**src/rtl/fetch_flow_if.sv**
```systemverilog
// fetch_flow_if: groups ID-side hazard inputs and IF-side fetch controls for fetch_flow_ctrl.
// master drives instruction/hazard information; slave (the controller) drives fetch controls.
// Perf counters travel on the same bundle so the PC logic sees one connection.
interface fetch_flow_if;
  logic [15:0] id_instr;
  logic        id_valid;
  logic        rs1_is_zero;
  logic        ex_is_load;
  logic [2:0]  ex_rd;
  logic        mem_stall;
  logic        instruction_fetch_en;
  logic        branch_taken;
  logic [5:0]  branch_offset_imm;
  logic        if_id_flush;
  logic        id_ex_bubble;
  logic [15:0] stall_count;
  logic [15:0] branch_count;

  modport master (
    output id_instr, id_valid, rs1_is_zero, ex_is_load, ex_rd, mem_stall,
    input  instruction_fetch_en, branch_taken, branch_offset_imm, if_id_flush,
           id_ex_bubble, stall_count, branch_count
  );

  modport slave (
    input  id_instr, id_valid, rs1_is_zero, ex_is_load, ex_rd, mem_stall,
    output instruction_fetch_en, branch_taken, branch_offset_imm, if_id_flush,
           id_ex_bubble, stall_count, branch_count
  );
endinterface

```
**src/rtl/fetch_flow_ctrl.sv**
```systemverilog
// fetch_flow_ctrl: resolves branches, load-use stalls, memory stalls and wrong-path flushes for IF.
// Latency: all controls combinational from state and inputs; FSM (RUN/FLUSH/STALL) updates each clk.
// Backpressure: mem_stall freezes fetch in every state; optional perf counters via FETCH_PERF_CNT_EN.
module fetch_flow_ctrl #(
  parameter logic [3:0]  OP_BZ          = 4'b1011,
  parameter logic [3:0]  OP_BNZ         = 4'b1100,
  parameter int unsigned BRANCH_PENALTY = 1
) (
  input logic          clk,
  input logic          rst,
  fetch_flow_if.slave  ffc
);

  typedef enum logic [1:0] {RUN, FLUSH, STALL} state_e;

  // Extra flush cycles after the branch cycle itself.
  localparam logic [2:0] FLUSH_LOAD = 3'(BRANCH_PENALTY - 1);

  state_e     state_q, state_d;
  logic [2:0] flush_cnt_q, flush_cnt_d;

  logic [3:0] opcode;
  logic [2:0] rs1;
  logic [2:0] rs2;
  logic [5:0] imm6;
  logic       lu;
  logic       bt;

  logic       fetch_en;
  logic       br_taken;
  logic       flush;
  logic       bubble;

  assign opcode = ffc.id_instr[15:12];
  assign rs1    = ffc.id_instr[8:6];
  assign rs2    = ffc.id_instr[5:3];
  assign imm6   = ffc.id_instr[5:0];

  // Field match ignores the instruction format: rs2 may really be imm bits, which
  // only costs an occasional unnecessary stall cycle.
  assign lu = ffc.id_valid & ffc.ex_is_load & (ffc.ex_rd != 3'd0) &
              ((ffc.ex_rd == rs1) | (ffc.ex_rd == rs2));

  assign bt = ffc.id_valid & (((opcode == OP_BZ)  &  ffc.rs1_is_zero) |
                              ((opcode == OP_BNZ) & ~ffc.rs1_is_zero));

  // State and flush counter; async reset aborts any FLUSH/STALL in progress.
  always_ff @(posedge clk or posedge rst) begin
    if (rst) begin
      state_q     <= RUN;
      flush_cnt_q <= 3'd0;
    end else begin
      state_q     <= state_d;
      flush_cnt_q <= flush_cnt_d;
    end
  end

  // Next state and fetch controls; priority mem_stall > load-use > branch, all outputs low in reset.
  always_comb begin
    state_d     = state_q;
    flush_cnt_d = flush_cnt_q;
    fetch_en    = 1'b0;
    br_taken    = 1'b0;
    flush       = 1'b0;
    bubble      = 1'b0;
    if (!rst) begin
      case (state_q)
        RUN: begin
          if (ffc.mem_stall) begin
            state_d = RUN;
          end else if (lu) begin
            bubble  = 1'b1;
            state_d = STALL;
          end else if (bt) begin
            fetch_en = 1'b1;
            br_taken = 1'b1;
            flush    = 1'b1;
            if (BRANCH_PENALTY > 1) begin
              flush_cnt_d = FLUSH_LOAD;
              state_d     = FLUSH;
            end
          end else begin
            fetch_en = 1'b1;
          end
        end
        STALL: begin
          // The branch is left alone here; RUN re-evaluates it with forwarded operands.
          if (!ffc.mem_stall) begin
            fetch_en = 1'b1;
            state_d  = RUN;
          end
        end
        FLUSH: begin
          flush = 1'b1;
          if (!ffc.mem_stall) begin
            fetch_en    = 1'b1;
            flush_cnt_d = flush_cnt_q - 3'd1;
            if (flush_cnt_q == 3'd1) begin
              state_d = RUN;
            end
          end
        end
        default: begin
          state_d     = RUN;
          flush_cnt_d = 3'd0;
        end
      endcase
    end
  end

  assign ffc.instruction_fetch_en = fetch_en;
  assign ffc.branch_taken         = br_taken;
  assign ffc.branch_offset_imm    = br_taken ? imm6 : 6'd0;
  assign ffc.if_id_flush          = flush;
  assign ffc.id_ex_bubble         = bubble;

`ifdef FETCH_PERF_CNT_EN
  logic [15:0] stall_cnt_q;
  logic [15:0] branch_cnt_q;

  // Saturating perf counters: fetch-disabled cycles and taken-branch pulses.
  always_ff @(posedge clk or posedge rst) begin
    if (rst) begin
      stall_cnt_q  <= 16'h0000;
      branch_cnt_q <= 16'h0000;
    end else begin
      if (!fetch_en && (stall_cnt_q != 16'hFFFF)) begin
        stall_cnt_q <= stall_cnt_q + 16'd1;
      end
      if (br_taken && (branch_cnt_q != 16'hFFFF)) begin
        branch_cnt_q <= branch_cnt_q + 16'd1;
      end
    end
  end

  assign ffc.stall_count  = stall_cnt_q;
  assign ffc.branch_count = branch_cnt_q;
`else
  assign ffc.stall_count  = 16'h0000;
  assign ffc.branch_count = 16'h0000;
`endif

endmodule

```
**src/flat_wrapper.sv**
```systemverilog
// flat-port wrapper written by rule: the top's interface ports become plain ports
module fetch_flow_ctrl_flat 
#(
  parameter logic [3:0]  OP_BZ          = 4'b1011,
  parameter logic [3:0]  OP_BNZ         = 4'b1100,
  parameter int unsigned BRANCH_PENALTY = 1
)
  (clk, rst, ffc_id_instr, ffc_id_valid, ffc_rs1_is_zero, ffc_ex_is_load, ffc_ex_rd, ffc_mem_stall, ffc_instruction_fetch_en, ffc_branch_taken, ffc_branch_offset_imm, ffc_if_id_flush, ffc_id_ex_bubble, ffc_stall_count, ffc_branch_count);
  fetch_flow_if ffc_i ();
  input logic clk;
  input logic rst;
  input wire logic [$bits(ffc_i.id_instr)-1:0] ffc_id_instr;
  input wire logic [$bits(ffc_i.id_valid)-1:0] ffc_id_valid;
  input wire logic [$bits(ffc_i.rs1_is_zero)-1:0] ffc_rs1_is_zero;
  input wire logic [$bits(ffc_i.ex_is_load)-1:0] ffc_ex_is_load;
  input wire logic [$bits(ffc_i.ex_rd)-1:0] ffc_ex_rd;
  input wire logic [$bits(ffc_i.mem_stall)-1:0] ffc_mem_stall;
  output wire logic [$bits(ffc_i.instruction_fetch_en)-1:0] ffc_instruction_fetch_en;
  output wire logic [$bits(ffc_i.branch_taken)-1:0] ffc_branch_taken;
  output wire logic [$bits(ffc_i.branch_offset_imm)-1:0] ffc_branch_offset_imm;
  output wire logic [$bits(ffc_i.if_id_flush)-1:0] ffc_if_id_flush;
  output wire logic [$bits(ffc_i.id_ex_bubble)-1:0] ffc_id_ex_bubble;
  output wire logic [$bits(ffc_i.stall_count)-1:0] ffc_stall_count;
  output wire logic [$bits(ffc_i.branch_count)-1:0] ffc_branch_count;
  assign ffc_i.id_instr = ffc_id_instr;
  assign ffc_i.id_valid = ffc_id_valid;
  assign ffc_i.rs1_is_zero = ffc_rs1_is_zero;
  assign ffc_i.ex_is_load = ffc_ex_is_load;
  assign ffc_i.ex_rd = ffc_ex_rd;
  assign ffc_i.mem_stall = ffc_mem_stall;
  assign ffc_instruction_fetch_en = ffc_i.instruction_fetch_en;
  assign ffc_branch_taken = ffc_i.branch_taken;
  assign ffc_branch_offset_imm = ffc_i.branch_offset_imm;
  assign ffc_if_id_flush = ffc_i.if_id_flush;
  assign ffc_id_ex_bubble = ffc_i.id_ex_bubble;
  assign ffc_stall_count = ffc_i.stall_count;
  assign ffc_branch_count = ffc_i.branch_count;
  fetch_flow_ctrl #(.OP_BZ(OP_BZ), .OP_BNZ(OP_BNZ), .BRANCH_PENALTY(BRANCH_PENALTY)) u_core (.clk(clk), .rst(rst), .ffc(ffc_i));
endmodule
```
**config.mk**
```make
export PLATFORM = sky130hd
export DESIGN_NAME = fetch_flow_ctrl_flat
export DESIGN_NICKNAME = d
export VERILOG_FILES = /design/src/rtl/fetch_flow_if.sv /design/src/rtl/fetch_flow_ctrl.sv /design/src/flat_wrapper.sv
export SDC_FILE = /design/constraint.sdc
export NUM_CORES = 1
export LEC_CHECK = 0
export BUFFER_PORTS_ARGS = -buffer_cell sky130_fd_sc_hd__buf_2
export CAP_MARGIN = 20
export CORE_ASPECT_RATIO = 1.2
export CORE_MARGIN = 2
export CORE_UTILIZATION = 28
export DETAILED_ROUTE_END_ITERATION = 7
export PLACE_DENSITY_LB_ADDON = 0.1
export SLEW_MARGIN = 20
export SYNTH_ARGS = -nofsm -noshare
export SYNTH_HDL_FRONTEND = slang
export SYNTH_SLANG_ARGS = --single-unit
```
**constraint.sdc**
```tcl
create_clock -name clk -period 1.4 [get_ports clk]
set_input_delay 0.21 -clock clk [delete_from_list [all_inputs] [get_ports clk]]
set_output_delay 0.21 -clock clk [all_outputs]
set_load 0.01 [all_outputs]
```
## Yosys cells after proc, flatten, opt, wreduce, memory -nomap -nowiden

Index checks and enable logic that the tools add are counted.

- Register bits: 5
- Latch bits: 0
- Memory bits (writable): 0
- Memory bits (read-only): 0
- Output and inout port bits: 42
- Logic and storage cells: 56
- Memories kept: 0

- Add/subtract/negate cells: 1
- Multiply operators: 0
- Div/mod/pow operators: 0
- $lt $le $gt $ge: 0
- Equality and inequality tests: 11
- Shift operators: 0
- Mux-type cells: 25
- Bitwise operators: 11
- Reduce and logical (&&, ||, !) cells: 6

Operator list:

| kind | number |
|---|---|
| 1-bit 2-to-1 mux | 14 |
| 2-bit 2-to-1 mux | 5 |
| 4-bit == test (second input constant) | 2 |
| 1-bit bitwise AND | 6 |
| 3-bit == test | 2 |
| 6-bit 2-to-1 mux | 1 |
| 2-bit case mux with 3 select lines | 1 |
| 3-bit case mux with 2 select lines | 1 |
| 5-bit AND reduction | 1 |
| 2-bit != test (second input constant) | 2 |
| 1-bit case mux with 2 select lines | 2 |
| 2-bit OR reduction | 2 |
| 3-bit by 1-bit == test with 1-bit output (second input constant) | 1 |
| 3-bit 2-to-1 mux | 1 |
| 3-bit by 2-bit != test with 1-bit output (second input constant) | 1 |
| 1-bit NOT | 3 |
| 3-bit AND reduction | 1 |
| 3-bit nonzero test | 1 |
| 3-bit by 1-bit subtractor with 3-bit output (second input constant) | 1 |
| 2-bit by 1-bit == test with 1-bit output (second input constant) | 1 |
| 2-bit == test (second input constant) | 1 |
| 2-bit zero test | 1 |
| 2-bit by 1-bit != test with 1-bit output (second input constant) | 1 |
| 1-bit bitwise OR | 2 |

## Longest topological paths before layout

- Depth in word-level cells: 10
- Depth in mapped cells: 5
- Mapped depth without buffers: 4

## Least setup slack after synthesis

No wires, ideal clock.

- Kind: register -> output
- Start point: register u_core.state_q[1]
- End point: output ffc_if_id_flush
- Data arrival time: 1.361 ns
- Required time: 1.190 ns
- Slack: -0.171 ns
- Stages on the path, launching flop included: 4
- Path buffers: 1
- Path through: dfrtp_1 or3_4 nor4b_2 buf_4

- Cells in the longest elaborated chain, start to end: 3
- Elaborated cells on any way between the ends: 4

RTL lines:

| element | line | RTL |
|---|---|---|
| from (decl) | fetch_flow_ctrl.sv:19 | `state_e state_q, state_d;` |
| from (signal assigned) | fetch_flow_ctrl.sv:53 | `state_q <= state_d;` |
| 2-bit by 1-bit == test with 1-bit output / 2-bit zero test (equally long branches) | fetch_flow_ctrl.sv:67 | `case (state_q)` |
| 1-bit case mux with 2 select lines * | fetch_flow_ctrl.sv:67 |  |
| 1-bit 2-to-1 mux * | fetch_flow_ctrl.sv:66 | `if (!rst) begin` |
| to (decl) | flat_wrapper.sv:21 | `output wire logic [$bits(ffc_i.if_id_flush)-1:0] ffc_if_id_flush;` |

Every way passes the cells marked *; elsewhere a longest branch is shown, timed or not.

## Worst setup path after layout

- Start point: input ffc_ex_rd[2]
- End point: output ffc_if_id_flush

- Cells in the longest elaborated chain, start to end: 7
- Elaborated cells on any way between the ends: 10

RTL lines:

| element | line | RTL |
|---|---|---|
| from (decl) | flat_wrapper.sv:16 | `input wire logic [$bits(ffc_i.ex_rd)-1:0] ffc_ex_rd;` |
| 3-bit == test / 3-bit nonzero test (equally long branches) | fetch_flow_ctrl.sv:42, fetch_flow_ctrl.sv:41 |  |
| 1-bit bitwise OR / 1-bit bitwise AND (equally long branches) | fetch_flow_ctrl.sv:42, fetch_flow_ctrl.sv:41 |  |
| 1-bit bitwise AND * | fetch_flow_ctrl.sv:41 | `assign lu = ffc.id_valid & ffc.ex_is_load & (ffc.ex_rd != 3'd0) &` |
| 1-bit 2-to-1 mux * | fetch_flow_ctrl.sv:71 | `end else if (lu) begin` |
| 1-bit 2-to-1 mux * | fetch_flow_ctrl.sv:69 | `if (ffc.mem_stall) begin` |
| 1-bit case mux with 2 select lines * | fetch_flow_ctrl.sv:67 |  |
| 1-bit 2-to-1 mux * | fetch_flow_ctrl.sv:66 |  |

Marked as above.

==> reports/summary.log <==
INFO  worst_setup_path crit_required=1.19ns
INFO  final_layout   regMostFlops=u_core.state_q
INFO  power          power_density=302nW/um2
INFO  final_layout   number_of_fill_cells_in_the_layout=189
INFO  global_route   initial_antenna_violation_count=0
INFO  route          detail_route.first_pass.iterations=2
INFO  logic_synthesis ys_seq_elements=1
INFO  worst_setup_path worst-setup-path-type=primary input to primary output
INFO  timing         worst_hold_slack=0.189ns
INFO  route          drt_drc_violations_left=0
INFO  timing         finalWorstSetupSlack=-0.0897ns
INFO  route          post_detailed_route_wirelength_per_cell=10.1um
INFO  global_route   grt_first_pass_wirelength=1730um
INFO  logic_synthesis synth_area=534um2
INFO  worst_hold_path hold_path.class=primary input to asynchronous set/reset pin
INFO  place          routabilityCongestion=0.712
INFO  floorplan      die-height=51.9um
INFO  logic_synthesis synth-warning-count=0
INFO  timing         finalHoldViolCount=0
INFO  timing         clock_skew=0ns
INFO  logic_synthesis yosysTopAreaCellShare=46.4%
INFO  route          antenna_violating_nets_post_route=0
INFO  timing         maxSlewViolCount=0
INFO  global_route   largest_net_degree_at_the_start_of_global_routing=9
INFO  job            drv.max_cap_violation_count=0
INFO  worst_setup_path worstSetupStartpointType=primary input
INFO  floorplan      fp.dieArea=2270um2
INFO  status         violations_in_the_final_reports=setup timing
INFO  route          route.vias.total=506
INFO  floorplan      floorplan.initialDensity=29.2%
INFO  clock_network  clk_latency=0ns
INFO  timing         timing.final.setup_violations=9
INFO  place          postPlaceCellArea=609um2
INFO  status         outcome=finished, violations left
INFO  final_layout   reg_top3=u_core.state_q x1
INFO  place          preCtsSetupSlack=-0.155ns
INFO  final_layout   final_design_area_no_fill=772um2
INFO  global_route   overall_fraction_of_global_route_tracks_in_use=9.66%
INFO  final_layout   antennaDiodeCount=0
INFO  floorplan      overall_die_width=43.9um
INFO  route          initialDrtViolationCount=2
INFO  power          total_leakage_power=0.000396uW
INFO  logic_synthesis post_synth_num_cell_types=20
INFO  worst_setup_path critPathCaptureType=primary output
INFO  floorplan      ios=67
INFO  logic_synthesis synthCells=71
INFO  final_layout   layout-drive-gt1-share=53.3%
INFO  worst_setup_path critPathMaxFanout=5
INFO  floorplan      fp-row-count=17
INFO  floorplan      design.core.area=1830um2
INFO  final_layout   finalNetCount=132
INFO  clock_network  cts.hold.buffers_added=0
INFO  logic_synthesis ys_seq_area_share=4.68%
INFO  route          detail_route.wirelength=1250um
INFO  logic_synthesis synth_area_leaders=buf_4 (46%), xnor2_1 (9.8%), nand3_1 (7.5%)
INFO  logic_synthesis post_synth.cell_area_avg=7.52um2
INFO  route          via_per_inst=4.08
INFO  timing         timing.fmax=671MHz
INFO  global_route   grt-ovfl-total=0
INFO  timing         fin_crit_sh=106%
INFO  place          port_buffers=31
INFO  clock_network  clk_pin_slew_worst_paths=0ns
INFO  place          dp.final_hpwl=931um
INFO  logic_synthesis synthDominantAreaCellType=buf_4
INFO  global_route   vias_in_the_first_global_route=415
INFO  timing         rsz0062_at_grt=true
INFO  final_layout   flow.area_growth_from_synthesis=44.5%
INFO  final_layout   largest_reg_flops=1
INFO  timing         finalWorstPathRequiredPeriod=1.49ns
INFO  worst_setup_path critPathArrivalTime=1.28ns
INFO  power          vdd_drop_max=0.178mV
area by class of cell:
type | count | area, um2 | share of cell area, %
flip-flops and latches | 1 | 25.0 | 3.24
multi-input cells | 65 | 495 | 64.2
well taps | 19 | 23.8 | 3.08
inverters | 3 | 16.3 | 2.11
repair buffers | 36 | 211 | 27.4
where the power goes:
group	total [uW]	internal, uW	switching, uW
Clock	0	0	0
Sequential	32.5	31.1	1.36
Combinational	201	82.1	119
Total	233	113	120
Yosys cell counts:
library cell and count:
buf_4 33, nand3_1 8, nor3_1 6, xnor2_1 6, and2_1 2, inv_1 2, a211oi_2 1, a21bo_1 1
a21oi_4 1, a31oi_1 1, clkbuf_1 1, conb_1 1, dfrtp_1 1, inv_2 1, nor2b_1 1, nor4b_1 1
nor4b_2 1, o21ai_0 1, o311ai_2 1, or3_4 1
path summary, 6_finish.rpt:
path,start,end,slack (ns),cells after the start
setup / recovery,ffc_ex_rd[2],ffc_if_id_flush,-0.09,5
hold / removal,rst,u_core.state_q[1],0.19,3
setup reg to reg,u_core.state_q[1],u_core.state_q[1],0.29,4
hold reg to reg,u_core.state_q[1],u_core.state_q[1],0.64,2
max in group asynchronous,rst,u_core.state_q[1],1.12,3
min in group clk,ffc_mem_stall,u_core.state_q[1],0.60,3
metal layers:
layer,GRT usage (%),share of wire (%),up-vias
met2,19.1,49,38
met3,0.694,12,0
met4,0,0,0
li1,-,-,246
met5,0,0,-
met1,11.7,39,222
critical path, stage by stage:
cell	delay, ns
buf_8	0.11
o311ai_4	0.41
a21oi_4	0.11
nor4b_4	0.27
buf_2	0.17
placed cells by master (no fill, tap or decap), types with 2 or more instances in the layout:
| master | instances |
|---|---|
| buf_4 | 6 |
| nand3_1 | 4 |
| nor4b_4 | 2 |
| inv_1 | 2 |
| nor3_2 | 2 |
| and2_1 | 2 |
| xnor2_2 | 5 |
| a21oi_4 | 2 |
| conb_1 | 32 |
| nand3_2 | 4 |
| buf_2 | 28 |
| nor3_1 | 4 |
through the flow:
step,power [uW],instances,utilization (%),TNS [ns]
global route,251,124,42.2,-0.916
detailed placement,180,121,33.3,-1.33
global placement,178,121,33.3,-1.06
floorplan,190,102,-,-0.0249
CTS,222,124,40.2,-0.373
finish,233,124,42.2,-0.339
logic make-up after synthesis:
kind of cell,after synthesis,share of synthesized area (%)
DFF,1,4.68
buffers and inverters,37,49.2
other,1,0.702
and+or+nand+nor,20,23.2
AOI/OAI and AO/OA,6,12.4
xor gates and xnor gates,6,9.84
timing repair:
item / in CTS / in global routing
pin swaps: 10 / 0
setup endpoints to repair: 10 / 10
setup buffers: 2 / 0
gates cloned: 1 / 0
resized for setup: 19 / 7
No activity file was read; power rests on OpenSTA's default activity.
